<file path="config.mk">
export PLATFORM = sky130hd
export DESIGN_NAME = direction_input_ctrl
export DESIGN_NICKNAME = d
export VERILOG_FILES = /design/src/rtl/direction_input_ctrl.sv
export SDC_FILE = /design/constraint.sdc
export NUM_CORES = 1
export LEC_CHECK = 0
export CAP_MARGIN = 10
export CORE_MARGIN = 2
export CORE_UTILIZATION = 45
export DETAILED_ROUTE_END_ITERATION = 10
export PLACE_DENSITY = 0.63
export SLEW_MARGIN = 20
export SYNTH_ARGS = -nofsm -noshare
export SYNTH_HDL_FRONTEND = slang
export SYNTH_SLANG_ARGS = --single-unit
</file>
<file path="constraint.sdc">
create_clock -name clk -period 6.05 [get_ports clk]
set_input_delay 1.21 -clock clk [delete_from_list [all_inputs] [get_ports clk]]
set_output_delay 1.21 -clock clk [all_outputs]
set_load 0.03 [all_outputs]
</file>
<file path="src/rtl/direction_input_ctrl.sv">
// Button conditioner for the 2048 game: synchronise, debounce and turn one clean press into one fixed-length one-hot move pulse.
// Optional auto-repeat on a held button is built only when DIR_AUTOREPEAT_EN is defined.
module direction_input_ctrl #(
  parameter int DEBOUNCE_CYCLES = 500000,
  parameter int PULSE_CYCLES    = 4,
  parameter int REPEAT_CYCLES   = 25000000,
  parameter bit BTN_ACTIVE_LOW  = 1'b1
) (
  input  logic        clk,
  input  logic        rst,
  input  logic [3:0]  btn_raw,
  input  logic [1:0]  game_state,
  output logic [3:0]  direction,
  output logic [15:0] move_count,
  output logic        busy
);

  localparam int DW = (DEBOUNCE_CYCLES > 2) ? $clog2(DEBOUNCE_CYCLES) : 1;
  localparam int PW = (PULSE_CYCLES > 2) ? $clog2(PULSE_CYCLES) : 1;
  localparam logic [DW-1:0] DB_MAX    = DW'(DEBOUNCE_CYCLES - 1);
  localparam logic [PW-1:0] PULSE_MAX = PW'(PULSE_CYCLES - 1);

  typedef enum logic [1:0] {READY, EMIT, WAIT_RELEASE} state_t;

  state_t        state_q, state_d;
  logic [3:0]    btn_norm, sync1, sync2, deb;
  logic [DW-1:0] db_cnt [4];
  logic [3:0]    code_q, code_d;
  logic [PW-1:0] pulse_q, pulse_d;
  logic          count_inc;
  logic          playing, single, multi;
  logic          rep_fire;

  assign btn_norm = BTN_ACTIVE_LOW ? ~btn_raw : btn_raw;

  // NOTE: sequential state uses non-blocking assignments so every flop samples pre-edge values.
  always_ff @(posedge clk) begin
    if (rst) begin
      sync1 <= '0;
      sync2 <= '0;
    end else begin
      sync1 <= btn_norm;
      sync2 <= sync1;
    end
  end

  // The counter only advances while the synchronised level disagrees with the debounced one.
  always_ff @(posedge clk) begin
    if (rst) begin
      deb <= '0;
      for (int i = 0; i < 4; i++) db_cnt[i] <= '0;
    end else begin
      for (int i = 0; i < 4; i++) begin
        if (sync2[i] == deb[i]) begin
          db_cnt[i] <= '0;
        end else if (db_cnt[i] == DB_MAX) begin
          deb[i]    <= sync2[i];
          db_cnt[i] <= '0;
        end else begin
          db_cnt[i] <= db_cnt[i] + 1'b1;
        end
      end
    end
  end

  assign playing = (game_state == 2'b01);
  assign single  = $onehot(deb);
  assign multi   = (deb != 4'b0000) && !single;

`ifdef DIR_AUTOREPEAT_EN
  localparam int RW = (REPEAT_CYCLES > 2) ? $clog2(REPEAT_CYCLES) : 1;
  localparam logic [RW-1:0] REP_MAX = RW'(REPEAT_CYCLES - 1);

  logic [RW-1:0] rep_q;
  logic          rep_hold;

  // Any change of the debounced bits breaks the hold condition for at least one cycle, clearing the count.
  assign rep_hold = (state_q == WAIT_RELEASE) && single && (deb == code_q);
  assign rep_fire = rep_hold && (rep_q == REP_MAX) && playing;

  always_ff @(posedge clk) begin
    if (rst || !rep_hold) begin
      rep_q <= '0;
    end else if (rep_q != REP_MAX) begin
      rep_q <= rep_q + 1'b1;
    end
  end
`else
  assign rep_fire = 1'b0;
`endif

  // NOTE: every always_comb output gets a default first, so no path can infer a latch.
  always_comb begin
    state_d   = state_q;
    code_d    = code_q;
    pulse_d   = pulse_q;
    count_inc = 1'b0;
    case (state_q)
      READY: begin
        if (playing && single) begin
          state_d   = EMIT;
          code_d    = deb;
          pulse_d   = PULSE_MAX;
          count_inc = 1'b1;
        end else if (playing && multi) begin
          state_d = WAIT_RELEASE;
        end
      end
      // game2048 reports not_playing while it merges, so game_state is deliberately ignored here.
      EMIT: begin
        if (pulse_q == '0) state_d = WAIT_RELEASE;
        else               pulse_d = pulse_q - 1'b1;
      end
      WAIT_RELEASE: begin
        if (deb == 4'b0000) begin
          state_d = READY;
        end else if (rep_fire) begin
          state_d   = EMIT;
          pulse_d   = PULSE_MAX;
          count_inc = 1'b1;
        end
      end
      default: state_d = READY;
    endcase
  end

  always_ff @(posedge clk) begin
    if (rst) begin
      state_q    <= READY;
      code_q     <= '0;
      pulse_q    <= '0;
      move_count <= '0;
    end else begin
      state_q <= state_d;
      code_q  <= code_d;
      pulse_q <= pulse_d;
      if (count_inc && move_count != 16'hFFFF) move_count <= move_count + 16'd1;
    end
  end

  assign direction = (state_q == EMIT) ? code_q : 4'b0000;
  assign busy      = (state_q != READY);

endmodule

</file>
==> results.tsv <==
metric	value	unit
Post-Route Skew	6.73	ps
Worst Tran Pin Value	717	ps
CTS Sinks	112	
first-pass GRT wire length	17000	um
hold wc startpoint	sync1[1]	
Avg Cell Area, Syn	10.2	um^2
ANT cells	0	
TritonCTS buffer count	9	
Post-synth EDFFs	76	
grt total ovfl	0	
layout net count	676	
DIE AREA	13600	um^2
Vias/cell	4.75	
CP max stage cell	clkdlybuf4s50_1	
worst r2r path cells	10	
fill count	1151	
Worst setup EP type	output pin	
max incr delay on CP	660	ps
MaxCap Viol Count	0	
min-delay worst type	flop to flop	
ys flop type	edfxtp_1	
maximum vdd drop	142	uV
DR vias	3970	
Die Ht	117	um
final critical-path share of the clock period	51.1	%
asr flop ratio synth	0	%
Worst Hold Depth	1	
Synth Warn #	0	
Seq/Total Area, Yosys	52.6	%
drt drc	0	
Final WS setup	2960	ps
post-synthesis cell type count	45	
dpl ws	2890	ps
worst-path cell chain	nor2b_1 > and2_1 > clkdlybuf4s50_1	
# port buffers	28	
startpoint types	flop	
initial antenna violation count	0	
Crit Path Class	flop to output pin	
DRT iter0 DRCs	200	
RSZ-0062 raised after global routing	false	
P&R area growth vs syn	18.2	%
WHS Endpoint	sync2[1]	
status	finished clean	
Clock Pin Slew Worst Setup and Hold Paths	70	ps
Yosys reg bits	112	
Routability Congestion	0.775	
FF/Latch Area	3000	um^2
CP Data Required Time	4840	ps
clock buffer depth	2	
CTS root buf	clkbuf_16	
Pwr Density	232	nW/um^2
Initial Util	45.6	%
# IOs	29	
DP HPWL	7000	um
worst reg2reg path startpoint	deb[0]	
htree depth	3	
TritonRoute pass-1 iters	4	
Resized cells post-CTS	0	
arrival time of the worst setup path	1880	ps
largest net degree at the start of global routing	40	
max-slew violation count	0	
synthesized instance count	558	
Reg2Reg Setup Slack	3040	ps
Routed Antenna Nets	0	
layout cells sized above 1	4.52	%
Final min period	3090	ps
aggregate global-route resource usage	15.8	%
setup_tns	0	ps
r2r endpoint	move_count[10]	
Leakage	2.37	nW
maximum clock rate	323	MHz
Worst-Skew Late Latency	350	ps
hold buffers post-CTS	0	
tightest slew margin relative to the limit	51.9	%
number of global-route vias before repair	3935	
Buf/Inv on CP	1	
Final Hold Fails	0	
worst-path maximum fanout	5	
row count	41	
endpoints failing setup	0	
CTS tree	yes	
mapped cell area	5710	um^2
Multi-input gate area	2840	um^2
CORE AREA	12500	um^2
total routed wirelength	9830	um
Setup Buffers After CTS	0	
Die W	117	um
crit-path leading delay family	buffers and inverters	
Routed WL per cell	11.8	um
-- sequential cells by signal, summed over array words and instances, names as in the netlist --
signal and cells:
db_cnt 76, move_count 16, code_q 4, deb 4, sync1 4, sync2 4, pulse_q 2, state_q 2
-- logic make-up (layout without fill, tap and decap cells) --
kind of cell    after synthesis  count (layout)  share of synthesized area [%]
flops                       112             112                           52.6
buf+inv                      32              62                           2.50
simple gates                299             299                           27.1
fa+ha+maj                    10              10                           2.32
xor+xnor                     85              85                           13.0
mux                           5               5                          0.877
compound gates               14              14                           1.45
other cells                   1              76                         0.0657
-- cells in the mapped netlist (all sizes together) (2+ instances only) --
library cell	number	share of area, %
a21oi	7	0.61
and2	8	0.88
and3	13	1.4
and4	9	1.4
buf	11	1.1
clkbuf	4	0.26
dfxtp	36	13
edfxtp	76	40
ha	9	2.0
inv	17	1.1
mux2i	5	0.88
nand2	33	2.2
nand2b	4	0.44
nand3	39	3.4
nand4	24	2.9
nor2	123	8.1
nor2b	7	0.77
nor3	14	1.4
nor3b	5	0.94
nor4	7	0.88
nor4b	5	1.3
o21ai	2	0.18
or2	5	0.55
xnor2	39	6.0
xor2	46	7.1
-- stage by stage --
| step | utilization [%] | hold WS [ps] | total power, mW | instance area (um^2) | std cells |
|---|---|---|---|---|---|
| floorplan | - | 414 | 0.918 | 5990 | 633 |
| global placement | 51.2 | 425 | 0.933 | 6410 | 819 |
| detailed placement | 51.2 | 428 | 0.935 | 6410 | 819 |
| CTS | 53.9 | 444 | 1.59 | 6740 | 835 |
| global route | 53.9 | 463 | 1.63 | 6740 | 835 |
| finish | 53.9 | 441 | 1.57 | 6740 | 835 |
-- area by class of cell --
type                    instances  share of cell area (%)
clock buffers                   9                    3.34
clock inverters                 7                    1.56
inverters                      17                   0.946
multi-input cells             489                    42.2
flip-flops and latches        112                    44.5
well taps                     172                    3.19
repair buffers                 29                    4.27
-- routing by layer --
metal / vias to the layer above / part of all wire (%) / GRT usage (%)
li1: 2056 / - / -
met1: 1875 / 48 / 19.7
met2: 31 / 49 / 26.3
met3: 8 / 1.9 / 3.17
met4: 0 / 1.5 / 7.61
met5: - / 0 / 0
-- how the worst max path moves through the flow --
stage                        startpoint             end  slack (ps)  depth (start not counted)
after floorplan                  deb[0]  move_count[13]        3430                         10
after global placement    game_state[1]  move_count[10]        2950                          6
after detailed placement  game_state[1]  move_count[10]        2890                          6
after CTS                    state_q[0]    direction[3]        2910                          3
after global routing         state_q[0]    direction[1]        2820                          3
final                        state_q[0]    direction[3]        2960                          3
-- worst reg2reg max path: cells and delay by family, from the launching register on --
family,cells,cell delay [ps]
simple gates,4,1160
flops,1,400
xor+xnor,1,170
fa+ha+maj,3,1020
buf+inv,2,140
-- placed cells by master, fill, tap and decap left out, types with 8 or more instances in the layout --
| cell type | netlist | routed |
|---|---|---|
| and3_1 | 13 | 13 |
| ha_1 | 9 | 9 |
| xnor2_1 | 39 | 39 |
| nor3_1 | 12 | 12 |
| edfxtp_1 | 76 | 76 |
| nand2_1 | 32 | 32 |
| dfxtp_1 | 36 | 36 |
| inv_1 | 17 | 17 |
| nor2_1 | 123 | 123 |
| nand4_1 | 23 | 23 |
| and4_1 | 9 | 9 |
| nand3_1 | 39 | 39 |
| clkdlybuf4s50_1 | 0 | 28 |
| clkbuf_16 | 0 | 9 |
| and2_1 | 8 | 8 |
| xor2_1 | 46 | 46 |
| conb_1 | 1 | 76 |
-- report_power, final --
group	total (mW)	switching, mW	internal [mW]
combinational	0.0538	0.0304	0.0234
clock	0.646	0.278	0.368
sequential	0.865	0.0246	0.841
total	1.57	0.333	1.23
(Power assumes the default switching activity.)
